File: src/rtl/my_spi_master_if.sv
// Command handshake between a local controller and my_spi_master.
// The controller drives the request and the SPI master returns status and read data.
interface my_spi_master_if;
    localparam int unsigned ADDR_W = 7;
    localparam int unsigned DATA_W = 8;

    logic              Start;
    logic              Wr;
    logic [ADDR_W-1:0] Addr;
    logic [DATA_W-1:0] WData;
    logic              Busy;
    logic              Done;
    logic [DATA_W-1:0] RData;

    modport master (output Start, Wr, Addr, WData, input Busy, Done, RData);
    modport slave  (input Start, Wr, Addr, WData, output Busy, Done, RData);
endinterface

File: src/rtl/my_spi_master.sv
// SPI initiator for the MySPI register target.
// Each command is one 16-bit frame: {wr, addr[6:0]} then a data byte, sent MSB first.
module my_spi_master #(
    parameter int unsigned CLK_DIV = 8
) (
    input  logic             theClock,
    input  logic             theReset,
    my_spi_master_if.slave   bus,
    output logic             MySPI_clk,
    output logic             MySPI_cs,
    output logic             MySPI_sdo,
    input  logic             MySPI_sdi
);
    localparam int unsigned DIV_W   = (CLK_DIV > 1) ? $clog2(CLK_DIV) : 1;
    localparam int unsigned BIT_W   = 4;
    localparam int unsigned FRAME_W = 16;
    localparam int unsigned TX_W    = FRAME_W - 1;
    localparam int unsigned DATA_W  = 8;

    typedef enum logic [2:0] {S_IDLE, S_LOW, S_HIGH, S_HOLD, S_GAP} state_t;

    state_t              state_q, state_d;
    logic [DIV_W-1:0]    div_q, div_d;
    logic [BIT_W-1:0]    bit_q, bit_d;
    logic [TX_W-1:0]     tx_q, tx_d;
    logic [DATA_W-1:0]   rx_q, rx_d;
    logic [DATA_W-1:0]   rdata_q, rdata_d;
    logic                wr_q, wr_d;
    logic                busy_q, busy_d;
    logic                done_q, done_d;
    logic                sclk_q, sclk_d;
    logic                cs_q, cs_d;
    logic                sdo_q, sdo_d;
    logic                sdi_meta, sdi_sync;
    logic                div_last;

    assign div_last = (div_q == DIV_W'(CLK_DIV - 1));

    // MISO crosses from the target's clock domain
    always_ff @(posedge theClock) begin
        if (theReset) begin
            sdi_meta <= 1'b0;
            sdi_sync <= 1'b0;
        end else begin
            sdi_meta <= MySPI_sdi;
            sdi_sync <= sdi_meta;
        end
    end

    always_ff @(posedge theClock) begin
        if (theReset) begin
            state_q <= S_IDLE;
            div_q   <= '0;
            bit_q   <= '0;
            tx_q    <= '0;
            rx_q    <= '0;
            rdata_q <= '0;
            wr_q    <= 1'b0;
            busy_q  <= 1'b0;
            done_q  <= 1'b0;
            sclk_q  <= 1'b0;
            cs_q    <= 1'b1;
            sdo_q   <= 1'b0;
        end else begin
            state_q <= state_d;
            div_q   <= div_d;
            bit_q   <= bit_d;
            tx_q    <= tx_d;
            rx_q    <= rx_d;
            rdata_q <= rdata_d;
            wr_q    <= wr_d;
            busy_q  <= busy_d;
            done_q  <= done_d;
            sclk_q  <= sclk_d;
            cs_q    <= cs_d;
            sdo_q   <= sdo_d;
        end
    end

    always_comb begin
        state_d = state_q;
        div_d   = div_q + DIV_W'(1);
        bit_d   = bit_q;
        tx_d    = tx_q;
        rx_d    = rx_q;
        rdata_d = rdata_q;
        wr_d    = wr_q;
        busy_d  = busy_q;
        done_d  = 1'b0;
        sclk_d  = sclk_q;
        cs_d    = cs_q;
        sdo_d   = sdo_q;

        // the divider restarts on every state change
        case (state_q)
            S_IDLE: begin
                div_d = '0;
                if (bus.Start) begin
                    wr_d    = bus.Wr;
                    tx_d    = {bus.Addr, bus.WData};
                    sdo_d   = bus.Wr;
                    bit_d   = '0;
                    busy_d  = 1'b1;
                    cs_d    = 1'b0;
                    state_d = S_LOW;
                end
            end
            S_LOW: begin
                if (div_last) begin
                    rx_d    = {rx_q[DATA_W-2:0], sdi_sync};
                    sclk_d  = 1'b1;
                    div_d   = '0;
                    state_d = S_HIGH;
                end
            end
            S_HIGH: begin
                if (div_last) begin
                    sclk_d = 1'b0;
                    div_d  = '0;
                    if (bit_q != BIT_W'(FRAME_W - 1)) begin
                        sdo_d   = tx_q[TX_W-1];
                        tx_d    = {tx_q[TX_W-2:0], 1'b0};
                        bit_d   = bit_q + BIT_W'(1);
                        state_d = S_LOW;
                    end else begin
                        state_d = S_HOLD;
                    end
                end
            end
            S_HOLD: begin
                // cs stays low so the target can reach its end state and commit
                if (div_last) begin
                    cs_d    = 1'b1;
                    sdo_d   = 1'b0;
                    done_d  = 1'b1;
                    if (!wr_q) rdata_d = rx_q;
                    div_d   = '0;
                    state_d = S_GAP;
                end
            end
            S_GAP: begin
                if (div_last) begin
                    busy_d  = 1'b0;
                    div_d   = '0;
                    state_d = S_IDLE;
                end
            end
            default: begin
                div_d   = '0;
                state_d = S_IDLE;
            end
        endcase
    end

    assign bus.Busy  = busy_q;
    assign bus.Done  = done_q;
    assign bus.RData = rdata_q;
    assign MySPI_clk = sclk_q;
    assign MySPI_cs  = cs_q;
    assign MySPI_sdo = sdo_q;
endmodule

File: src/flat_wrapper.sv
// flat-port wrapper written by rule: the top's interface ports become plain ports
module my_spi_master_flat 
#(
    parameter int unsigned CLK_DIV = 8
)
  (theClock, theReset, MySPI_clk, MySPI_cs, MySPI_sdo, MySPI_sdi, bus_Start, bus_Wr, bus_Addr, bus_WData, bus_Busy, bus_Done, bus_RData);
  my_spi_master_if bus_i ();
  input  logic theClock;
  input  logic theReset;
  output logic MySPI_clk;
  output logic MySPI_cs;
  output logic MySPI_sdo;
  input  logic MySPI_sdi;
  input wire logic [$bits(bus_i.Start)-1:0] bus_Start;
  input wire logic [$bits(bus_i.Wr)-1:0] bus_Wr;
  input wire logic [$bits(bus_i.Addr)-1:0] bus_Addr;
  input wire logic [$bits(bus_i.WData)-1:0] bus_WData;
  output wire logic [$bits(bus_i.Busy)-1:0] bus_Busy;
  output wire logic [$bits(bus_i.Done)-1:0] bus_Done;
  output wire logic [$bits(bus_i.RData)-1:0] bus_RData;
  assign bus_i.Start = bus_Start;
  assign bus_i.Wr = bus_Wr;
  assign bus_i.Addr = bus_Addr;
  assign bus_i.WData = bus_WData;
  assign bus_Busy = bus_i.Busy;
  assign bus_Done = bus_i.Done;
  assign bus_RData = bus_i.RData;
  my_spi_master #(.CLK_DIV(CLK_DIV)) u_core (.theClock(theClock), .theReset(theReset), .bus(bus_i), .MySPI_clk(MySPI_clk), .MySPI_cs(MySPI_cs), .MySPI_sdo(MySPI_sdo), .MySPI_sdi(MySPI_sdi));
endmodule
File: config.mk
export PLATFORM = sky130hd
export DESIGN_NAME = my_spi_master_flat
export DESIGN_NICKNAME = d
export VERILOG_FILES = /design/src/rtl/my_spi_master_if.sv /design/src/rtl/my_spi_master.sv /design/src/flat_wrapper.sv
export SDC_FILE = /design/constraint.sdc
export NUM_CORES = 1
export LEC_CHECK = 0
export CAP_MARGIN = 30
export CORE_MARGIN = 3
export CORE_UTILIZATION = 45
export CTS_CLUSTER_DIAMETER = 120
export DETAILED_ROUTE_END_ITERATION = 10
export MAX_ROUTING_LAYER = met4
export PLACE_DENSITY = 0.71
export SYNTH_ARGS = -nofsm -noshare
export SYNTH_HDL_FRONTEND = slang
export SYNTH_SLANG_ARGS = --single-unit
File: constraint.sdc
create_clock -name theClock -period 3.5 [get_ports theClock]
set_clock_uncertainty 0.15 [all_clocks]
set_input_delay 0.35 -clock theClock [delete_from_list [all_inputs] [get_ports theClock]]
set_output_delay 0.35 -clock theClock [all_outputs]
set_load 0.005 [all_outputs]
# After elaboration in Yosys (flattened, before gate mapping)
# Index checks and enable logic that the tools add are counted.
[op_classes]
addsub = 2
mul = 0
div = 0
n_lt_le_gt_ge = 0
eq_ne = 12
shifts = 0
n_mux = 27
bitwise_logic = 3
n_reduce_logical = 18
[op_table]
columns = ["operator", "n"]
rows = [
  ["$mux 15", 3],
  ["$pmux 15 s2", 1],
  ["$mux 3", 5],
  ["$pmux 3 s5", 1],
  ["$mux 4", 3],
  ["$reduce_and 3->1", 4],
  ["$ne 2x1->1 const B", 5],
  ["$reduce_and 5->1", 2],
  ["$mux 1", 8],
  ["$pmux 4 s2", 1],
  ["$reduce_bool 2->1", 4],
  ["$eq 3x2->1 const B", 2],
  ["$eq 3x3->1 const B", 2],
  ["$pmux 1 s2", 3],
  ["$add 4x1->4 const B", 1],
  ["$ne 4x4->1 const B", 1],
  ["$reduce_and 2->1", 2],
  ["$reduce_and 4->1", 1],
  ["$reduce_or 4->1", 1],
  ["$add 3x1->3 const B", 1],
  ["$eq 3x1->1 const B", 1],
  ["$logic_not 3->1", 1],
  ["$not 1->1", 3],
  ["$pmux 1 s3", 1],
  ["other kinds (5)", 5],
]
[totals]
ff_bits = 49
latch_bits = 0
ramBits = 0
mem_bits_ro = 0
inputBits = 20
out_inout_bits = 13
elab_cells = 76
memories = 0

# Depth between registers and ports, before layout
[depth]
ltp_word = 4
ltp_mapped = 7
depth_no_buf = 5

# Worst setup path after synthesis
# OpenSTA, ideal clock, no wires.
[synth_path]
path_kind = "register -> register"
startpoint = "reg u_core.div_q[0]"
endpoint = "reg u_core.rdata_q[7] (netlist: u_core.bus.RData[7])"
setup_time_ps = 144
t_arrival_ps = 1442
t_required_ps = 3206
path_slack_ps = 1764
path_stages_with_launch = 7
n_path_buf = 1
period_less_slack_ps = 1736
cell_sequence = "dfxtp_1 -> ha_1 -> ha_1 -> clkbuf_1 -> nand4b_1 -> o21ai_0 -> a21oi_1"
[synth_between]
elab_chain_len = 2
[synth_rtl]
columns = ["item", "line_no", "source"]
rows = [
  ["start: declaration", "my_spi_master.sv:23", "logic [DIV_W-1:0] div_q, div_d;"],
  ["start signal: assignment", "my_spi_master.sv:66", "div_q <= div_d;"],
  ["$eq 3x3->1", "my_spi_master.sv:37", "assign div_last = (div_q == DIV_W'(CLK_DIV - 1));"],
  ["via u_core.div_last", "my_spi_master.sv:35", "logic div_last;"],
  ["$reduce_and 3->1 (no line)", "--", ""],
  ["end signal: assignment", "my_spi_master.sv:70", "rdata_q <= rdata_d;"],
  ["end: declaration", "my_spi_master.sv:27", "logic [DATA_W-1:0] rdata_q, rdata_d;"],
]
# The timed path passes the listed nets, and every way through them passes these cells.
# A chain may end at the register's enable or synchronous reset.

# Worst setup path in the final report
[layout_path]
startpoint = "reg u_core.state_q[1]"
endpoint = "reg u_core.tx_q[10]"
[layout_between]
elab_chain_len = 3
word_cells_on_any_way = 8
classes_between = "eq/ne: 4; mux: 1; reduce/logical: 3"
[layout_rtl]
columns = ["item", "line_no", "source"]
rows = [
  ["start: declaration", "my_spi_master.sv:22", "state_t state_q, state_d;"],
  ["start signal: assignment", "my_spi_master.sv:65", "state_q <= state_d;"],
  ["$eq 3x2->1 or $logic_not 3->1 (tied branches)", "my_spi_master.sv:95", "case (state_q)"],
  ["$ne 2x1->1 (no line) (tied with other cells)", "--", ""],
  ["$reduce_and 4->1 (no line)", "--", ""],
  ["end signal: assignment", "my_spi_master.sv:68", "tx_q <= tx_d;"],
  ["end: declaration", "my_spi_master.sv:25", "logic [TX_W-1:0] tx_q, tx_d;"],
]
# Several ways; a longest one is shown, not always the timed one.

==> reports/results.tsv <==
stage	metric	value	unit
status	outcome	finished clean	
die	die_height	76.4	um
timing	finalHoldViolations	0	
clock_tree	clock_latency	0.30	ns
critical_path	crit_fanout	19	
critical_path	cp-start-kind	register	
synth	yosys_warnings	0	
die	core	0.00456	mm2
critical_path	max_stage_delay	0.85	ns
critical_path	worst_ep_required_time	3.57	ns
clock_tree	htreeDepth	2	
synth	synth_most_common_cell	dfxtp_1	
timing	timing.slew.headroom	0.396	
synth	synth.top_cells.by_count	dfxtp_1 (49), nor2_1 (30), mux2i_1 (24), a21oi_1 (15), nand3_1 (11)	
synth	netlist_area	0.00223	mm2
pwr	pwr-share-seq	0.581	
critical_path	endpoint_kind	register	
clock_tree	cts.path.max_buffers	2	
pwr	peakVddDrop	234	uV
global_route	grt_first_pass_wirelength	7380	um
synth	synth-seq-area-share	0.439	
pwr	switching_share	0.244	
die	fp.dieW	76.4	um
placed_design	dp_hpwl	2740	um
clock_tree	cts-root-buf	clkbuf_8	
global_route	grt.total_usage	0.157	
clock_tree	cts_resized	0	
routing	dr.pass1.iters	4	
run	max_cap_violations	0	
synth	synth-edff-count	0	
synth	synthArstFlopShare	0	
timing	period_minus_slack	2.35	ns
timing	report.final.slew_viol_count	0	
critical_path	worstSetupPathType	register to register	
pwr	p_int	0.000772	W
synth	synth-seq-cells	49	
clock_tree	cts_sinks	49	
critical_path	cp_slowest_cell	nor3b_4	
placed_design	place_congestion	0.762	
timing	tightest_slew	0.903	ns
clock_tree	hold_buffers	0	
finish	syn_to_final_growth	17.8	%
routing	drtAntennaViolNets	0	
clock_tree	clkTransAtPathRegs	0.09	ns
synth	synthTopCellsByArea	dfxtp_1 (44%), mux2i_1 (11%), a221oi_2 (6.7%)	
timing	finalSetupViolCount	0	
timing	fin_crit_sh	0.671	
global_route	antenna_found_initial	0	
hold_path	holdPathStages	1	
synth	syn-num-nets	246	
global_route	grt-ovfl-total	0	
routing	viasPerCell	5.52	
synth	synth_top_area_share	0.439	
pwr	p_comb_frac	0.096	
clock_tree	cts_buffers	5	
synth	yosysUniqueCellTypes	42	
critical_path	r2r_cells	3	
critical_path	crit_chain	nor3b_4 -> mux2i_1 -> a221oi_2	
global_route	grt_pass1_vias	1585	
finish	drive_above_1_share	0.105	
pwr	pwr-share-clk	0.324	
synth	synthesis.instances	223	
synth	yosys.area.top_type	dfxtp_1	
routing	drt_wl_total	4320	um
finish	fillers	416	
finish	antennaDiodeCount	0	
critical_path	cp.arrival	2.42	ns
pwr	power	0.00102	W
synth	ys.flop_type	dfxtp_1	
die	ioPinCount	33	
clock_tree	cts_tree	built	
die	die_area	0.00584	mm2
die	initial_utilization	0.489	
die	rows	24	
clock_tree	cts_setup_buffers	0	
routing	vias	1721	
placed_design	portBuffers	32	
pwr	p_leak	0.863	nW
synth	syn_area_per_cell	10.0	um2
timing	tns	0	ns
pwr	powerDensity	388	mW/mm2
global_route	grt_start_max_net_pins	47	
routing	drtIter0Drc	81	
hold_path	min_path_type	register to register	
timing	rsz0062_at_grt	false	
routing	avgRoutedWirePerCell	13.8	um
finish	nNetsFinal	269	
pwr	power.switching	0.000249	W
routing	drc	0	
timing	clock.fmax	0.426	GHz
registers in the layout, indices dropped and copies added (netlist names), 3 cells and up:
register,count
u_core.rx_q,8
u_core.bit_q,4
u_core.div_q,3
u_core.bus.RData,8
u_core.state_q,3
u_core.tx_q,15
stage by stage:
step / hold WS [ns] / instances / cell area (um2) / util / worst slack, ns
finish: 0.274 / 312 / 2630 / 0.576 / 1.15
global route: 0.299 / 312 / 2630 / 0.576 / 0.927
CTS: 0.280 / 312 / 2630 / 0.576 / 1.16
detailed placement: 0.268 / 304 / 2540 / 0.557 / 1.15
global placement: 0.257 / 304 / 2540 / 0.557 / 1.18
floorplan: 0.249 / 223 / 2230 / - / 1.76
cell families after synthesis:
| logic type | Yosys count | synth area share |
|---|---|---|
| AND/OR/NAND/NOR | 72 | 0.187 |
| buffers and inverters | 22 | 0.0577 |
| AO/OA/AOI/OAI | 53 | 0.192 |
| multiplexers | 24 | 0.108 |
| adder cells (fa/ha/maj) | 3 | 0.0168 |
| flip-flops | 49 | 0.439 |
cells in the final DEF, fill, tap and decap left out, drive strengths merged, types with 2 or more instances in the layout:
master	n
a31oi	2
a221oi	14
nor2	30
ha	3
nand4b	3
mux2i	24
a21oi	15
buf	2
o21ai	11
inv	4
nand3	11
clkinvlp	2
nand2b	3
o31ai	2
a211oi	2
nor2b	5
nand2	5
or3	2
nor3b	2
nor3	3
clkbuf	6
dfxtp	49
clkdlybuf4s50	32
power groups by stage:
stage                     Sequential [W]  Combinational, W  Clock (W)
after floorplan                 0.000598         0.0000713          0
after global placement          0.000605         0.0000976          0
after detailed placement        0.000606         0.0000982          0
after CTS                       0.000593         0.0000987   0.000343
after global routing            0.000596          0.000108   0.000363
final                           0.000593         0.0000975   0.000331
area by class of cell:
type	count	area [um2]	area share
Multi-Input combinational cell	152	1130	0.429
Sequential cell	49	981	0.373
Inverter	4	15.0	0.00571
Tap cell	65	81.3	0.0309
Timing Repair Buffer	34	335	0.128
Clock inverter	2	15.0	0.00571
Clock buffer	6	72.6	0.0276
worst max-delay path: cells and delay by family, from the launching register on:
family	cells	cell delay (ns)
AO/OA/AOI/OAI	1	0.30
multiplexers	1	0.19
AND/OR/NAND/NOR	1	0.85
flip-flops	1	0.77
final timing paths:
kind	start	slack (ns)	endpoint
worst max register to register	u_core.state_q[1]$_SDFFE_PP0P_	1.15	u_core.tx_q[10]$_SDFFE_PP0P_
worst min-delay path	u_core.div_q[0]$_SDFF_PP0_	0.27	u_core.div_q[0]$_SDFF_PP0_
worst max-delay path	u_core.state_q[1]$_SDFFE_PP0P_	1.15	u_core.tx_q[10]$_SDFFE_PP0P_
worst min register to register	u_core.div_q[0]$_SDFF_PP0_	0.27	u_core.div_q[0]$_SDFF_PP0_
metal layers:
metal | global-route usage | wire [um]
met1 | 0.200 | 2160
met2 | 0.237 | 1900
met3 | 0.0496 | 191
met4 | 0.0489 | 61
met5 | - | 0
(Power assumes the default switching activity.)
